### src/rtl/gray_trk_pkg.sv
// Shared types and helpers for the Gray-code position tracker.
// Latency: n/a (types, constants and a combinational helper only).
// Backpressure: n/a.
//
// Contents: default widths, tracker FSM state type, Gray-to-binary conversion.
package gray_trk_pkg;

   localparam int GW_DEF    = 3;
   localparam int PW_DEF    = 16;
   localparam int ERR_W_DEF = 8;

   typedef enum logic {
      S_INIT  = 1'b0,
      S_TRACK = 1'b1
   } trk_state_t;

   // Reflected Gray to binary: bit i of the binary value is the XOR of all
   // Gray bits at position i and above. Bits above w are ignored.
   function automatic logic [31:0] gray2bin(input logic [31:0] g, input int w);
      logic [31:0] mask;
      logic [31:0] gm;
      logic [31:0] b;
      mask = (w >= 32) ? 32'hFFFF_FFFF : ((32'd1 << w) - 32'd1);
      gm   = g & mask;
      b    = '0;
      for (int i = 0; i < 32; i++) begin
         b[i] = ^(gm >> i);
      end
      return b;
   endfunction

endpackage

### src/rtl/gray_sync.sv
// W-wide two-flop synchroniser for a Gray-coded bus from another clock domain.
// Latency: 2 clk cycles from d to q.
// Backpressure: none; samples every cycle.
//
// Ports: clk, reset (async, active-high), d (async input bus), q (synchronised bus).
// Only one bit of a Gray bus changes per step, so per-bit synchronisation is safe.
module gray_sync #(
   parameter int W = 3
) (
   input  logic         clk,
   input  logic         reset,
   input  logic [W-1:0] d,
   output logic [W-1:0] q
);

   logic [W-1:0] meta_q, meta_d;
   logic [W-1:0] sync_q, sync_d;

   always_comb begin
      meta_d = d;
      sync_d = meta_q;
   end

   always_ff @(posedge clk or posedge reset) begin
      if (reset) begin
         meta_q <= '0;
         sync_q <= '0;
      end else begin
         meta_q <= meta_d;
         sync_q <= sync_d;
      end
   end

   assign q = sync_q;

endmodule

### src/rtl/gray_pos_tracker.sv
// Converts a sampled Gray-coded up/down count into a signed position with step pulses and error stats.
// Latency: gray_in stable before edge k -> pos/steps at edge k+1 (k+2 with GRAY_TRK_SYNC_EN).
// Backpressure: none; en gates tracking, input sampling always runs.
//
// Ports: clk, reset (async, active-high), en, clr (sync clear + rebaseline), gray_in[GW];
//        pos[PW] (signed, wrapping), step_up/step_dn (1-cycle pulses), dir (1 = up),
//        valid (baseline captured), err (sticky), err_cnt[ERR_W] (saturating).
// Build option: define GRAY_TRK_SYNC_EN to pass gray_in through a 2-flop synchroniser
// (upstream counter on an unrelated clock); otherwise a single capture register is used.
module gray_pos_tracker
   import gray_trk_pkg::*;
#(
   parameter int GW    = GW_DEF,
   parameter int PW    = PW_DEF,
   parameter int ERR_W = ERR_W_DEF
) (
   input  logic             clk,
   input  logic             reset,
   input  logic             en,
   input  logic             clr,
   input  logic [GW-1:0]    gray_in,
   output logic [PW-1:0]    pos,
   output logic             step_up,
   output logic             step_dn,
   output logic             dir,
   output logic             valid,
   output logic             err,
   output logic [ERR_W-1:0] err_cnt
);

   localparam logic [GW-1:0]    DELTA_UP = GW'(1);
   localparam logic [GW-1:0]    DELTA_DN = '1;
   localparam logic [ERR_W-1:0] ERR_MAX  = '1;

   // ---------------------------------------------------------------- sample
   logic [GW-1:0] gray_s;

`ifdef GRAY_TRK_SYNC_EN
   gray_sync #(.W(GW)) u_gray_sync (
      .clk   (clk),
      .reset (reset),
      .d     (gray_in),
      .q     (gray_s)
   );
`else
   logic [GW-1:0] gray_s_q, gray_s_d;

   always_comb gray_s_d = gray_in;

   always_ff @(posedge clk or posedge reset) begin
      if (reset) gray_s_q <= '0;
      else       gray_s_q <= gray_s_d;
   end

   assign gray_s = gray_s_q;
`endif

   logic [GW-1:0] bin;
   assign bin = GW'(gray2bin(32'(gray_s), GW));

   // ---------------------------------------------------------------- tracker
   trk_state_t       state_q,    state_d;
   logic [GW-1:0]    prev_bin_q, prev_bin_d;
   logic [PW-1:0]    pos_q,      pos_d;
   logic             step_up_q,  step_up_d;
   logic             step_dn_q,  step_dn_d;
   logic             dir_q,      dir_d;
   logic             valid_q,    valid_d;
   logic             err_q,      err_d;
   logic [ERR_W-1:0] err_cnt_q,  err_cnt_d;
   logic [GW-1:0]    delta;

   // Modular difference makes the 100<->000 wrap an ordinary +1/-1 step.
   assign delta = bin - prev_bin_q;

   always_comb begin
      state_d    = state_q;
      prev_bin_d = prev_bin_q;
      pos_d      = pos_q;
      step_up_d  = 1'b0;
      step_dn_d  = 1'b0;
      dir_d      = dir_q;
      valid_d    = valid_q;
      err_d      = err_q;
      err_cnt_d  = err_cnt_q;

      if (clr) begin
         // dir and prev_bin are held; the next enabled cycle rebaselines anyway.
         state_d   = S_INIT;
         pos_d     = '0;
         valid_d   = 1'b0;
         err_d     = 1'b0;
         err_cnt_d = '0;
      end else if (en) begin
         unique case (state_q)
            S_INIT: begin
               prev_bin_d = bin;
               valid_d    = 1'b1;
               state_d    = S_TRACK;
            end
            S_TRACK: begin
               // Baseline always follows the input so an illegal jump resyncs.
               prev_bin_d = bin;
               if (delta == DELTA_UP) begin
                  pos_d     = pos_q + PW'(1);
                  step_up_d = 1'b1;
                  dir_d     = 1'b1;
               end else if (delta == DELTA_DN) begin
                  pos_d     = pos_q - PW'(1);
                  step_dn_d = 1'b1;
                  dir_d     = 1'b0;
               end else if (delta != '0) begin
                  err_d = 1'b1;
                  if (err_cnt_q != ERR_MAX) err_cnt_d = err_cnt_q + ERR_W'(1);
               end
            end
            default: state_d = S_INIT;
         endcase
      end
   end

   always_ff @(posedge clk or posedge reset) begin
      if (reset) begin
         state_q    <= S_INIT;
         prev_bin_q <= '0;
         pos_q      <= '0;
         step_up_q  <= 1'b0;
         step_dn_q  <= 1'b0;
         dir_q      <= 1'b0;
         valid_q    <= 1'b0;
         err_q      <= 1'b0;
         err_cnt_q  <= '0;
      end else begin
         state_q    <= state_d;
         prev_bin_q <= prev_bin_d;
         pos_q      <= pos_d;
         step_up_q  <= step_up_d;
         step_dn_q  <= step_dn_d;
         dir_q      <= dir_d;
         valid_q    <= valid_d;
         err_q      <= err_d;
         err_cnt_q  <= err_cnt_d;
      end
   end

   assign pos     = pos_q;
   assign step_up = step_up_q;
   assign step_dn = step_dn_q;
   assign dir     = dir_q;
   assign valid   = valid_q;
   assign err     = err_q;
   assign err_cnt = err_cnt_q;

endmodule

### config.mk
export PLATFORM = sky130hd
export DESIGN_NAME = gray_pos_tracker
export DESIGN_NICKNAME = d
export VERILOG_FILES = /design/src/rtl/gray_trk_pkg.sv /design/src/rtl/gray_sync.sv /design/src/rtl/gray_pos_tracker.sv
export SDC_FILE = /design/constraint.sdc
export NUM_CORES = 1
export LEC_CHECK = 0
export ABC_AREA = 1
export CORE_MARGIN = 2
export CORE_UTILIZATION = 50
export DETAILED_ROUTE_END_ITERATION = 8
export PLACE_DENSITY = 0.76
export SLEW_MARGIN = 20
export SYNTH_ARGS = -nofsm -noshare
export SYNTH_HDL_FRONTEND = slang
export SYNTH_SLANG_ARGS = --single-unit
### constraint.sdc
create_clock -name clk -period 3.2 [get_ports clk]
set_clock_uncertainty 0.15 [all_clocks]
set_input_delay 0.32 -clock clk [delete_from_list [all_inputs] [get_ports clk]]
set_output_delay 0.32 -clock clk [all_outputs]
set_load 0.05 [all_outputs]
==> qor.yml <==
run_status:
  status: "finished, violations left"
  violations: "setup timing"
worst_setup_path:
  cp.required_ns: 3.22
  slowest_stage: "fa_2"
  worstPathMaxFanout: 5
  crit_chain: "xor2_2 -> xnor2_2 -> ha_2 -> inv_2 -> fa_2 -> nor2_4 -> buf_12 -> nand3_4 -> buf_12 -> ha_4 -> nand2_2 -> nand2_4 -> nand2_2 -> nand2_1 -> a21oi_2 -> nand3_1 -> nand3_1 -> nand2_1"
  ff2ff_setup_slack_ns: -0.26
  arrival_ns: 3.48
  critical_path_buf_inv_count: 3
  timing.rr.start: "gray_s[2]$_DFF_PP0_"
  start_kind: "register"
  r2r_cells: 18
  end_kind: "register"
  crit_type: "register to register"
  path_delay_family: "simple AND/OR/NAND/NOR gates"
  reg2reg_to: "pos[13]$_DFFE_PP0P_"
  worst_path_largest_cell_delay_ns: 0.45
clock_tree:
  clock_path_buffers: 2
  cts-buffers-inserted: 5
  cts_tree: "built"
  cts.clk_slew.worst_paths_ns: 0.08
  clk_latency_ns: 0.30
  cts_sinks: 36
  cts_hold_buf: 0
  cts_root_buf: "clkbuf_8"
  cts_htree_levels: 2
synthesis:
  synth.distinct_cells: 26
  avgSynthCellArea_sq_um: 7.22
  synthTopCellsByArea: "dfrtp_1 (34%), nand2_1 (19%), ha_1 (8.5%)"
  synth_common_cells: "nand2_1 (134), inv_1 (46), dfrtp_1 (36)"
  synthArstFlopShare_pct: 100
  yosysMostFrequentCell: "nand2_1"
  netlist_instances: 366
  synth.cell_area_sq_um: 2640
  synth_top_area_share_pct: 34.1
  ys_warn_count: 0
  ys_seq_area_share_pct: 34.1
  synthesis.nets: 393
  synth_flop_cell: "dfrtp_1"
  ys_seq_elements: 36
  synth-edff-count: 0
  synth_top_cell_by_area: "dfrtp_1"
power_and_ir_drop:
  switching_power_mw: 1.85
  clkPwrFrac_pct: 11.2
  pwr-share-seq_pct: 16.4
  ir_drop_mv: 0.446
  cellPowerDensity_nw_per_um2: 933
  sw_frac_of_total_pct: 50.0
  power_leakage_nw: 1.97
  pwr-share-comb_pct: 72.3
  intPower_mw: 1.85
grt:
  grt_pass1_wl_microns: 12800
  grt_pass1_vias: 2816
  antenna_found_initial: 0
  gr-total-overflow: 0
  grt_max_degree: 20
  grt_usage_pct: 27.3
detailed_routing:
  wl_per_cell_microns: 16.7
  post-route-drc-count: 0
  viasPerCell: 5.62
  first_pass_iters: 7
  vias: 2881
  drt_iter0_markers: 354
  ant_nets: 0
  routed_wl_microns: 8580
timing:
  slew_headroom_pct: 52.0
  fin_worst_hold_slack_ns: 0.298
  setup_violations: 13
  hold_violations: 0
  max_freq_ghz: 0.289
  fin_ws_ns: -0.259
  slew_viol_final: 0
  tightest_slew_ns: 0.719
  rsz0062_at_grt: "true"
  final.period_utilization_pct: 108
  period_minus_slack_ns: 3.46
placement:
  dp_cells: 490
  gp_congestion: 0.984
  hpwl_microns: 4490
  numPortBuffers: 35
layout:
  final_cells: 513
  drive_gt1_share_pct: 33.6
  area_growth_pct: 50.0
  fill_cells: 340
  n_antenna_cell: 0
  fin_nets: 469
worst_hold_path:
  hp-class: "input pin to async pin"
floorplan:
  die_y_microns: 76.7
  ios: 36
  rows: 26
  start_util_pct: 51.8
  dieArea_sq_um: 5890
  core_area_sq_um: 5110
  chipWidth_microns: 76.7
flow_run:
  drv_cap: 0
-- final cells by class --
type / count / area [sq um] / area share, %
Multi-Input combinational cell: 281 / 2020 / 50.9
Sequential cell: 36 / 901 / 22.7
Timing Repair Buffer: 70 / 653 / 16.5
Inverter: 47 / 185 / 4.67
Tap cell: 70 / 87.6 / 2.21
Clock buffer: 5 / 68.8 / 1.74
Clock inverter: 3 / 42.5 / 1.07
Timing Repair inverter: 1 / 7.51 / 0.189
-- layout by cell type (no fill, tap or decap), types with 3 or more instances in the layout --
| master | instances |
|---|---|
| o21ai_0 | 6 |
| nand3_1 | 24 |
| clkdlybuf4s50_1 | 35 |
| nand3b_1 | 5 |
| inv_2 | 6 |
| ha_1 | 3 |
| a21oi_1 | 3 |
| nand3_2 | 6 |
| xor2_1 | 9 |
| nand3_4 | 5 |
| nand2_1 | 104 |
| nor2_1 | 22 |
| a21oi_2 | 4 |
| clkbuf_8 | 5 |
| nand4_1 | 6 |
| clkinvlp_4 | 3 |
| buf_6 | 4 |
| nand2_2 | 35 |
| buf_4 | 29 |
| inv_1 | 39 |
| dfrtp_1 | 36 |
| ha_4 | 14 |
| nand2_4 | 14 |
-- layer usage --
metal / up-vias / wire, microns / share of wire, % / GRT usage [%]
li1: 1300 / - / - / -
met1: 1347 / 3320 / 39 / 31.0
met2: 174 / 4170 / 49 / 49.0
met3: 60 / 594 / 6.9 / 4.94
met4: 0 / 493 / 5.7 / 13.1
met5: - / 0 / 0 / 0
-- through the flow --
step / util (%) / TNS, ns / worst slack [ns] / power (mW) / cell area (sq um)
2_1_floorplan: - / -0.0375 / -0.0265 / 1.80 / 2670
3_3_place_gp: 63.4 / -0.790 / -0.140 / 2.25 / 3240
3_5_place_dp: 63.4 / -1.74 / -0.187 / 2.29 / 3240
4_1_cts: 73.3 / -0.708 / -0.114 / 3.19 / 3740
5_1_grt: 77.6 / -3.37 / -0.361 / 3.88 / 3970
6_report: 77.6 / -1.61 / -0.259 / 3.70 / 3970
-- kinds of logic (layout without fill, tap and decap cells) --
family	count (synthesis)	in the layout	share of synthesized area [%]
compound gates	16	16	3.08
xor+xnor	13	13	4.31
fa+ha+maj	20	20	10.0
buf+inv	51	126	8.33
flops	36	36	34.1
simple gates	230	232	40.2
-- power by group through the flow --
stage / combinational, mW / clock (mW) / sequential [mW]
6_report: 2.67 / 0.416 / 0.608
3_3_place_gp: 1.65 / 0 / 0.601
2_1_floorplan: 1.01 / 0 / 0.791
5_1_grt: 2.82 / 0.446 / 0.618
4_1_cts: 2.16 / 0.422 / 0.605
3_5_place_dp: 1.68 / 0 / 0.603
-- sequential cells by signal (all words and copies together), names as in the netlist --
name        cells
pos            16
err_cnt         8
gray_s          3
prev_bin_q      3
dir             1
err             1
state_q         1
step_dn         1
step_up         1
valid           1
-- worst register-to-register path: cells and delay by family (launching register included) --
family	cells	cell delay (ns)
AND/OR/NAND/NOR	9	0.97
adder cells (fa/ha/maj)	3	0.90
flip-flops	1	0.41
XOR/XNOR	2	0.40
buffers and inverters	3	0.33
AO/OA/AOI/OAI	1	0.20
-- worst max path at each step --
stage,from,endpoint,slack (ns),cells past startpoint
floorplan,gray_s[2]$_DFF_PP0_,pos[14]$_DFFE_PP0P_,-0.03,16
global placement,gray_s[2]$_DFF_PP0_,pos[14]$_DFFE_PP0P_,-0.14,16
detailed placement,gray_s[2]$_DFF_PP0_,pos[10]$_DFFE_PP0P_,-0.19,16
CTS,gray_s[1]$_DFF_PP0_,pos[14]$_DFFE_PP0P_,-0.11,17
global route,gray_s[2]$_DFF_PP0_,pos[15]$_DFFE_PP0P_,-0.36,19
finish,gray_s[2]$_DFF_PP0_,pos[13]$_DFFE_PP0P_,-0.26,18
-- timing repair --
action / CTS / global route
gates resized for setup: 48 / 50
buffers inserted: 10 / 2
setup endpoints to repair: 13 / 14
pin swaps: 35 / 43
cloned: 2 / 1
Power figures use the tool's default switching activity.
